**src/rtl/truth_table_extractor.sv**
```systemverilog
// ============================================================================
//  Module      : truth_table_extractor
//  Description : Sweeps a 3-input combinational gate through its eight input
//                rows, samples its output after a settle interval per row,
//                assembles the 8-bit truth-table code (row r -> code[7-r]) and
//                compares it against a latched expected code.
//  Revision    : 1.0 - initial release
// ============================================================================
`default_nettype none

module truth_table_extractor #(
    parameter int SETTLE_CYCLES = 4
) (
    input  logic       clk,
    input  logic       reset,
    input  logic       start,
    input  logic [7:0] expected,
    input  logic       dut_out,
    output logic       drive_in1,
    output logic       drive_in2,
    output logic       drive_in3,
    output logic       busy,
    output logic       done,
    output logic [7:0] code,
    output logic       match,
    output logic [2:0] first_fail_row
);

    localparam logic [1:0] ST_IDLE   = 2'd0;
    localparam logic [1:0] ST_SETTLE = 2'd1;
    localparam logic [1:0] ST_DONE   = 2'd2;

    // Counter value on which the current row is sampled
    localparam logic [7:0] LAST_CNT  = 8'(SETTLE_CYCLES - 1);

    logic [1:0] state;
    logic [1:0] state_next;
    logic [2:0] row;
    logic [7:0] settle_cnt;
    logic [7:0] shadow;
    logic [7:0] expected_q;

    logic       last_tick;
    logic       sweep_end;
    logic [7:0] sweep_code;
    logic [7:0] diff_bits;
    logic [2:0] fail_row;

    assign last_tick  = (state == ST_SETTLE) && (settle_cnt == LAST_CNT);
    assign sweep_end  = last_tick && (row == 3'd7);
    // Row 7 lands in bit 0 on the very edge the result is published, so the
    // final code takes that bit straight from dut_out rather than the shadow.
    assign sweep_code = {shadow[7:1], dut_out};
    assign diff_bits  = sweep_code ^ expected_q;

    // State register
    always_ff @(posedge clk) begin
        if (reset) begin
            state <= ST_IDLE;
        end else begin
            state <= state_next;
        end
    end

    // Next-state logic
    always_comb begin
        state_next = state;
        case (state)
            ST_IDLE:   if (start)     state_next = ST_SETTLE;
            ST_SETTLE: if (sweep_end) state_next = ST_DONE;
            ST_DONE:                  state_next = ST_IDLE;
            default:                  state_next = ST_IDLE;
        endcase
    end

    // Row/settle counters, expected latch and per-row sample capture
    always_ff @(posedge clk) begin
        if (reset) begin
            row        <= 3'd0;
            settle_cnt <= 8'd0;
            shadow     <= 8'd0;
            expected_q <= 8'd0;
        end else begin
            case (state)
                ST_IDLE: begin
                    if (start) begin
                        expected_q <= expected;
                        row        <= 3'd0;
                        settle_cnt <= 8'd0;
                    end
                end
                ST_SETTLE: begin
                    if (last_tick) begin
                        shadow[3'd7 - row] <= dut_out;
                        settle_cnt         <= 8'd0;
                        if (row != 3'd7) begin
                            row <= row + 3'd1;
                        end
                    end else begin
                        settle_cnt <= settle_cnt + 8'd1;
                    end
                end
                default: begin
                end
            endcase
        end
    end

    // Lowest row whose measured bit disagrees with the expected code
    always_comb begin
        fail_row = 3'd0;
        for (int r = 7; r >= 0; r--) begin
            if (diff_bits[3'(7 - r)]) begin
                fail_row = 3'(r);
            end
        end
    end

    // Published result, updated on the edge entering DONE and held afterwards
    always_ff @(posedge clk) begin
        if (reset) begin
            code           <= 8'h00;
            match          <= 1'b0;
            first_fail_row <= 3'd0;
        end else if (sweep_end) begin
            code           <= sweep_code;
            match          <= (diff_bits == 8'h00);
            first_fail_row <= fail_row;
        end
    end

    // Outputs decoded from the registered state and row
    always_comb begin
        busy      = (state == ST_SETTLE);
        done      = (state == ST_DONE);
        drive_in1 = 1'b0;
        drive_in2 = 1'b0;
        drive_in3 = 1'b0;
        if (state == ST_SETTLE) begin
            drive_in1 = row[2];
            drive_in2 = row[1];
            drive_in3 = row[0];
        end
    end

endmodule

`default_nettype wire

```
**config.mk**
```make
export PLATFORM = sky130hd
export DESIGN_NAME = truth_table_extractor
export DESIGN_NICKNAME = d
export VERILOG_FILES = /design/src/rtl/truth_table_extractor.sv
export SDC_FILE = /design/constraint.sdc
export NUM_CORES = 1
export LEC_CHECK = 0
export CAP_MARGIN = 10
export CORE_AREA = 2 2 63 94
export DETAILED_ROUTE_END_ITERATION = 16
export DIE_AREA = 0 0 65 96
export GPL_TIMING_DRIVEN = 0
export PLACE_DENSITY = 0.63
export SLEW_MARGIN = 20
export SYNTH_ARGS = -nofsm -noshare
export SYNTH_HDL_FRONTEND = slang
export SYNTH_SLANG_ARGS = --single-unit
```
**constraint.sdc**
```tcl
create_clock -name clk -period 1.8 [get_ports clk]
set_clock_uncertainty 0.1 [all_clocks]
set_input_delay 0.18 -clock clk [delete_from_list [all_inputs] [get_ports clk]]
set_output_delay 0.18 -clock clk [all_outputs]
set_load 0.1 [all_outputs]
```
==> run_results.csv, run 1 <==
group,metric,value,unit
grt,grt_pass1_vias,1521,
pwr,combPwrFrac,0.095,
setup_path,ff2ff_path_depth,6,
clock_network,clock-sinks,40,
synthesis,synth_area,0.001847,mm²
pwr,clkPwrFrac,0.374,
setup_path,critPathMaxFanout,2,
clock_network,clockBufferDepth,2,
pwr,finalPower,1.715,mW
cells_and_area,final_core_util,0.4365,
placed_design,dp.cells,303,
synthesis,synth_edf_count,0,
sta,setup_tns,0,ns
synthesis,synth_top_area_frac,0.4336,
pwr,vdd_drop_max,0.0004337,V
floorplan,pin_count,29,
sta,hold_viol,0,
synthesis,yosysSeqAreaShare,0.4336,
clock_network,htreeDepth,2,
synthesis,yosysMostFrequentCell,"dfxtp_1",
floorplan,core,0.005409,mm²
synthesis,synth.area.top_cells,"dfxtp_1, mux2i_1, nand2_1",
setup_path,worst_ep_required_time,1.52,ns
cells_and_area,nFillCells,548,
pwr,switching_share,0.2388,
pwr,internal-power,1.306,mW
sta,period_share,0.9796,
pwr,p_leak,0.9857,nW
grt,grt_use_total,0.1488,
cells_and_area,stdcell_count,314,
setup_path,crit_type,"reg -> out",
detailed_routing,vias_per_cell,4.908,
placed_design,port_buffers,27,
floorplan,die-width,65,µm
hold_path,hold_depth,3,
clock_network,ctsHoldBuffers,0,
detailed_routing,wl,4151,µm
hold_path,worstHoldPathType,"in -> reg",
outcome,outcome,"finished clean",
synthesis,ys_warn_count,0,
floorplan,die_y,96,µm
detailed_routing,drc,0,
sta,whs,0.2687,ns
placed_design,dp_hpwl,3021,µm
detailed_routing,vias,1541,
clock_network,cts_tree,"yes",
setup_path,cp-end-kind,"output port",
job,cap_viol_max_count,0,
floorplan,initial_utilization,0.3414,
grt,grt_antenna_before_repair,0,
synthesis,ys_async_sr_fraction,0,
grt,grt_max_degree,12,
clock_network,clk_pin_slew,0.07,ns
setup_path,cpLargestDelayFamily,"buffers and inverters",
setup_path,critPathLaunchType,"register",
synthesis,syn_avg_cell_area,8.965,µm²
floorplan,die-area,0.006240,mm²
sta,worstMarginPinSlew,0.9559,ns
synthesis,synth_common_cells,"dfxtp_1, nand2_1, nor2_1",
setup_path,crit_buf_inv,1,
detailed_routing,drtAntennaViolNets,0,
sta,drv_slew,0,
detailed_routing,drt-pass1-iter-count,4,
synthesis,synth_cell_types,41,
pwr,p_per_area,726.5,mW/mm²
pwr,p_sw,0.4096,mW
synthesis,ys_ff_latch,40,
cells_and_area,layout.nets,259,
sta,relSlewSlack,0.3652,
cells_and_area,drive_gt1_frac,0.1475,
grt,grt_pass1_wl,7079,µm
detailed_routing,drt-wirelength-per-cell,13.22,µm
sta,fmax,567.1,MHz
placed_design,gp_congestion,0.7444,
floorplan,num_rows,33,
setup_path,critPathMaxStageDelay,0.85,ns
synthesis,synthFlopType,"dfxtp_1",
sta,setup_viol,0,
clock_network,cts_root_buf,"clkbuf_8",
setup_path,arrival,1.48,ns
setup_path,crit_path_cell_trace,"dlygate4sd2_1",
synthesis,synth_nets,221,
cells_and_area,antennaDiodeCount,0,
grt,overflow,0,
setup_path,slowest_stage,"dlygate4sd2_1",
cells_and_area,areaGrowthSynthToFinish,27.85,%
pwr,pwr-share-seq,0.531,
setup_path,worst-path-stages,1,
clock_network,numCtsBuffers,5,
detailed_routing,drt_iter0_markers,46,
sta,finalCriticalPeriod,1.763,ns
synthesis,yosysTopAreaCell,"dfxtp_1",
synthesis,synth_cells,206,
clock_network,clock_latency,0.29,ns
-- timing repair --
action	4_1_cts	5_1_grt
setup buffers	3	1
setup endpoints to repair	30	28
pin swaps	1	0
endpoints found under the hold margin	0	0
resized for setup	41	20
-- state kept, by name, indices dropped and copies added, names as in the netlist --
| register | cells |
|---|---|
| row | 3 |
| settle_cnt | 8 |
| shadow | 7 |
| state | 2 |
| first_fail_row | 3 |
| match | 1 |
| code | 8 |
| expected_q | 8 |
-- cells in the final DEF, fill, tap and decap left out, drive strengths merged, types with 9 or more instances in the layout --
cell / Yosys / layout
a21oi: 18 / 18
buf: 4 / 10
clkbuf: 6 / 16
clkdlybuf4s50: 0 / 10
dfxtp: 40 / 40
mux2i: 16 / 16
nand2: 27 / 27
nand3: 9 / 9
nor2: 24 / 24
xnor2: 9 / 9
-- power groups by stage --
stage | sequential [mW] | clock, mW | combinational [mW]
4_1_cts | 0.912 | 0.665 | 0.158
2_1_floorplan | 0.930 | 0 | 0.105
5_1_grt | 0.913 | 0.688 | 0.183
3_3_place_gp | 0.932 | 0 | 0.156
6_report | 0.911 | 0.641 | 0.164
3_5_place_dp | 0.932 | 0 | 0.158
-- cell families (layout without fill, tap and decap cells) --
group	after synthesis	after routing	share of synthesized area
flops	40	40	0.4336
xor+xnor	12	12	0.05692
compound gates	32	32	0.09824
buf+inv	13	51	0.03049
mux	16	16	0.08672
fa+ha+maj	3	3	0.02033
simple gates	90	90	0.2737
-- metrics by stage --
step | setup slack, ns | instance area, µm²
after global routing | -0.002924 | 2361
after floorplan | 0.08141 | 1857
after global placement | -0.4740 | 2215
after CTS | 0.00009170 | 2310
final | 0.03674 | 2361
after detailed placement | -0.4929 | 2215
-- metal layers --
metal,routed length [µm],vias to the layer above,GRT usage
li1,-,791,-
met1,1763,720,0.1598
met2,2188,22,0.2741
met3,104,8,0.02690
met4,95,0,0.07801
met5,0,-,0
-- worst register-to-register path, stage by stage (launching register included) --
cell	delay [ns]
dfxtp_4	0.38
ha_4	0.15
nor4b_4	0.24
buf_4	0.17
nand4_4	0.10
or3_1	0.40
a21oi_1	0.12
-- path summary, 6_finish.rpt --
| kind | from | slack [ns] | to |
|---|---|---|---|
| worst min-delay path | dut_out | 0.27 | shadow[4] |
| worst max register to register | settle_cnt[1] | 0.08 | match |
| worst min register to register | first_fail_row[0] | 0.36 | first_fail_row[0] |
| worst max-delay path | code[0] | 0.04 | code[0] |
-- layout make-up --
cell class              count  area [µm²]  share of cell area
repair buffers             31       286.5              0.1214
inverters                   3       13.76            0.005829
multi-input cells         153        1010              0.4277
clock buffers               7       96.34             0.04081
flip-flops and latches     40       809.5              0.3429
plain buffers              10       57.56             0.02438
well taps                  70       87.58             0.03710
Note: power is estimated with default switching activity, not from simulation.
==> run 2, diff against run 1 <==
Settings changed: ABC_CLOCK_PERIOD_IN_PS from default to 1800, PLACE_DENSITY 0.63 to default, PLACE_DENSITY_LB_ADDON from default to 0.25.
==> run_results.csv, run 2 (synthesized netlist as in run 1, its figures left out) <==
group,metric,value,unit
setup_path,crit_path_cell_trace,"dlygate4sd2_1",
pwr,vdd_drop_max,0.0004238,V
cells_and_area,drive_gt1_frac,0.1516,
detailed_routing,drt-wirelength-per-cell,13.00,µm
floorplan,core,0.005409,mm²
placed_design,gp_congestion,0.7923,
detailed_routing,drt-pass1-iter-count,4,
setup_path,cpLargestDelayFamily,"buffers and inverters",
clock_network,numCtsBuffers,5,
setup_path,timing.rr.start,"settle_cnt[0]",
detailed_routing,wl,4083,µm
floorplan,initial_utilization,0.3414,
clock_network,clk_pin_slew,0.08,ns
sta,setup_viol,0,
setup_path,slowest_stage,"dlygate4sd2_1",
setup_path,r2r_end,"match",
sta,worst_slack,0.04142,ns
cells_and_area,final_common_cell,"dfxtp_1",
setup_path,crit_buf_inv,1,
placed_design,dp_hpwl,3000,µm
cells_and_area,areaGrowthSynthToFinish,28.66,%
setup_path,arrival,1.48,ns
clock_network,clockBufferDepth,2,
placed_design,port_buffers,27,
grt,grt_pass1_wl,6817,µm
sta,period_share,0.9770,
floorplan,die-width,65,µm
detailed_routing,vias,1519,
sta,finalCriticalPeriod,1.759,ns
sta,drv_slew,0,
detailed_routing,vias_per_cell,4.838,
sta,fmax,568.6,MHz
clock_network,ctsHoldBuffers,0,
floorplan,num_rows,33,
cells_and_area,antennaDiodeCount,0,
job,cap_viol_max_count,0,
floorplan,pin_count,29,
sta,relSlewSlack,0.3685,
sta,worstMarginPinSlew,0.9511,ns
setup_path,ff2ff_path_depth,6,
clock_network,htreeDepth,2,
cells_and_area,top_regs,"code (8), expected_q (8), settle_cnt (8)",
clock_network,clock-sinks,40,
hold_path,worstHoldPathType,"in -> reg",
setup_path,reg2reg_slack,0.08,ns
clock_network,cts_root_buf,"clkbuf_8",
cells_and_area,final_cell_mix,"dfxtp_1, nand2_1, nor2_1",
grt,grt_max_degree,14,
detailed_routing,drtAntennaViolNets,0,
pwr,p_leak,0.9769,nW
outcome,outcome,"finished clean",
detailed_routing,drt_iter0_markers,26,
hold_path,min_from,"dut_out",
floorplan,die_y,96,µm
setup_path,critPathLaunchType,"register",
sta,whs,0.2512,ns
hold_path,min_to,"shadow[1]",
setup_path,worst_ep_required_time,1.52,ns
hold_path,hold_depth,3,
setup_path,critPathMaxStageDelay,0.85,ns
setup_path,critPathMaxFanout,2,
grt,grt_pass1_vias,1467,
grt,grt_antenna_before_repair,0,
cells_and_area,layout.nets,258,
detailed_routing,drc,0,
cells_and_area,final_core_util,0.4393,
setup_path,crit_type,"reg -> out",
clock_network,cts_tree,"yes",
placed_design,dp_slack,-0.4947,ns
grt,overflow,0,
setup_path,cp-end-kind,"output port",
floorplan,die-area,0.006240,mm²
grt,grt_use_total,0.1448,
pwr,finalPower,1.852,mW
sta,hold_viol,0,
pwr,p_per_area,779.3,mW/mm²
clock_network,clock_latency,0.30,ns
[run 2: routing by layer]
metal	part of all wire	GRT usage	vias up
li1	-	-	791
met1	0.42	0.1545	698
met2	0.52	0.2672	24
met3	0.034	0.02807	6
met4	0.024	0.07447	0
met5	0	0	-
[run 2: repair_timing]
item                                    CTS  global route
gates cloned                              0             0
buffers inserted                          3             0
endpoints found under the hold margin     0             0
endpoints found under the setup margin   30            30
pin swaps                                 1             0
gates resized for setup                  44            21
[run 2: worst max path at each step]
| stage | start | endpoint | slack (ns) | cells past startpoint |
|---|---|---|---|---|
| 4_1_cts | settle_cnt[1] | match | 0.003 | 6 |
| 5_1_grt | settle_cnt[0] | match | -0.002 | 6 |
| 2_1_floorplan | state[1] | match | 0.08 | 6 |
| 6_report | code[6] | code[6] | 0.04 | 1 |
| 3_5_place_dp | state[1] | drive_in2 | -0.49 | 5 |
| 3_3_place_gp | state[1] | drive_in2 | -0.49 | 5 |
[run 2: layout make-up]
class                   count  area [µm²]
clock buffers               6       82.58
clock inverters             2       38.79
inverters                   3       13.76
plain buffers              10       57.56
repair buffers             30       279.0
flip-flops and latches     40       807.0
well taps                  70       87.58
fillers                   547        3033
multi-input cells         153        1010
[run 2: power breakdown]
part	internal (mW)	switching [mW]
clock	0.453	0.327
sequential	0.900	0.0128
combinational	0.0625	0.0954
[run 2: through the flow]
stage,std cells,area (µm²),TNS (ns)
after floorplan,206,1857,0
after global placement,303,2215,-5.152
after detailed placement,303,2215,-4.618
after CTS,314,2336,0
after global routing,314,2376,-0.001505
final,314,2376,0
[run 2: worst register-to-register path, delay by kind of cell, from the launching register on]
family | cells | cell delay (ns)
fa+ha+maj | 1 | 0.15
simple gates | 3 | 0.74
compound gates | 1 | 0.12
buf+inv | 1 | 0.17
flops | 1 | 0.38
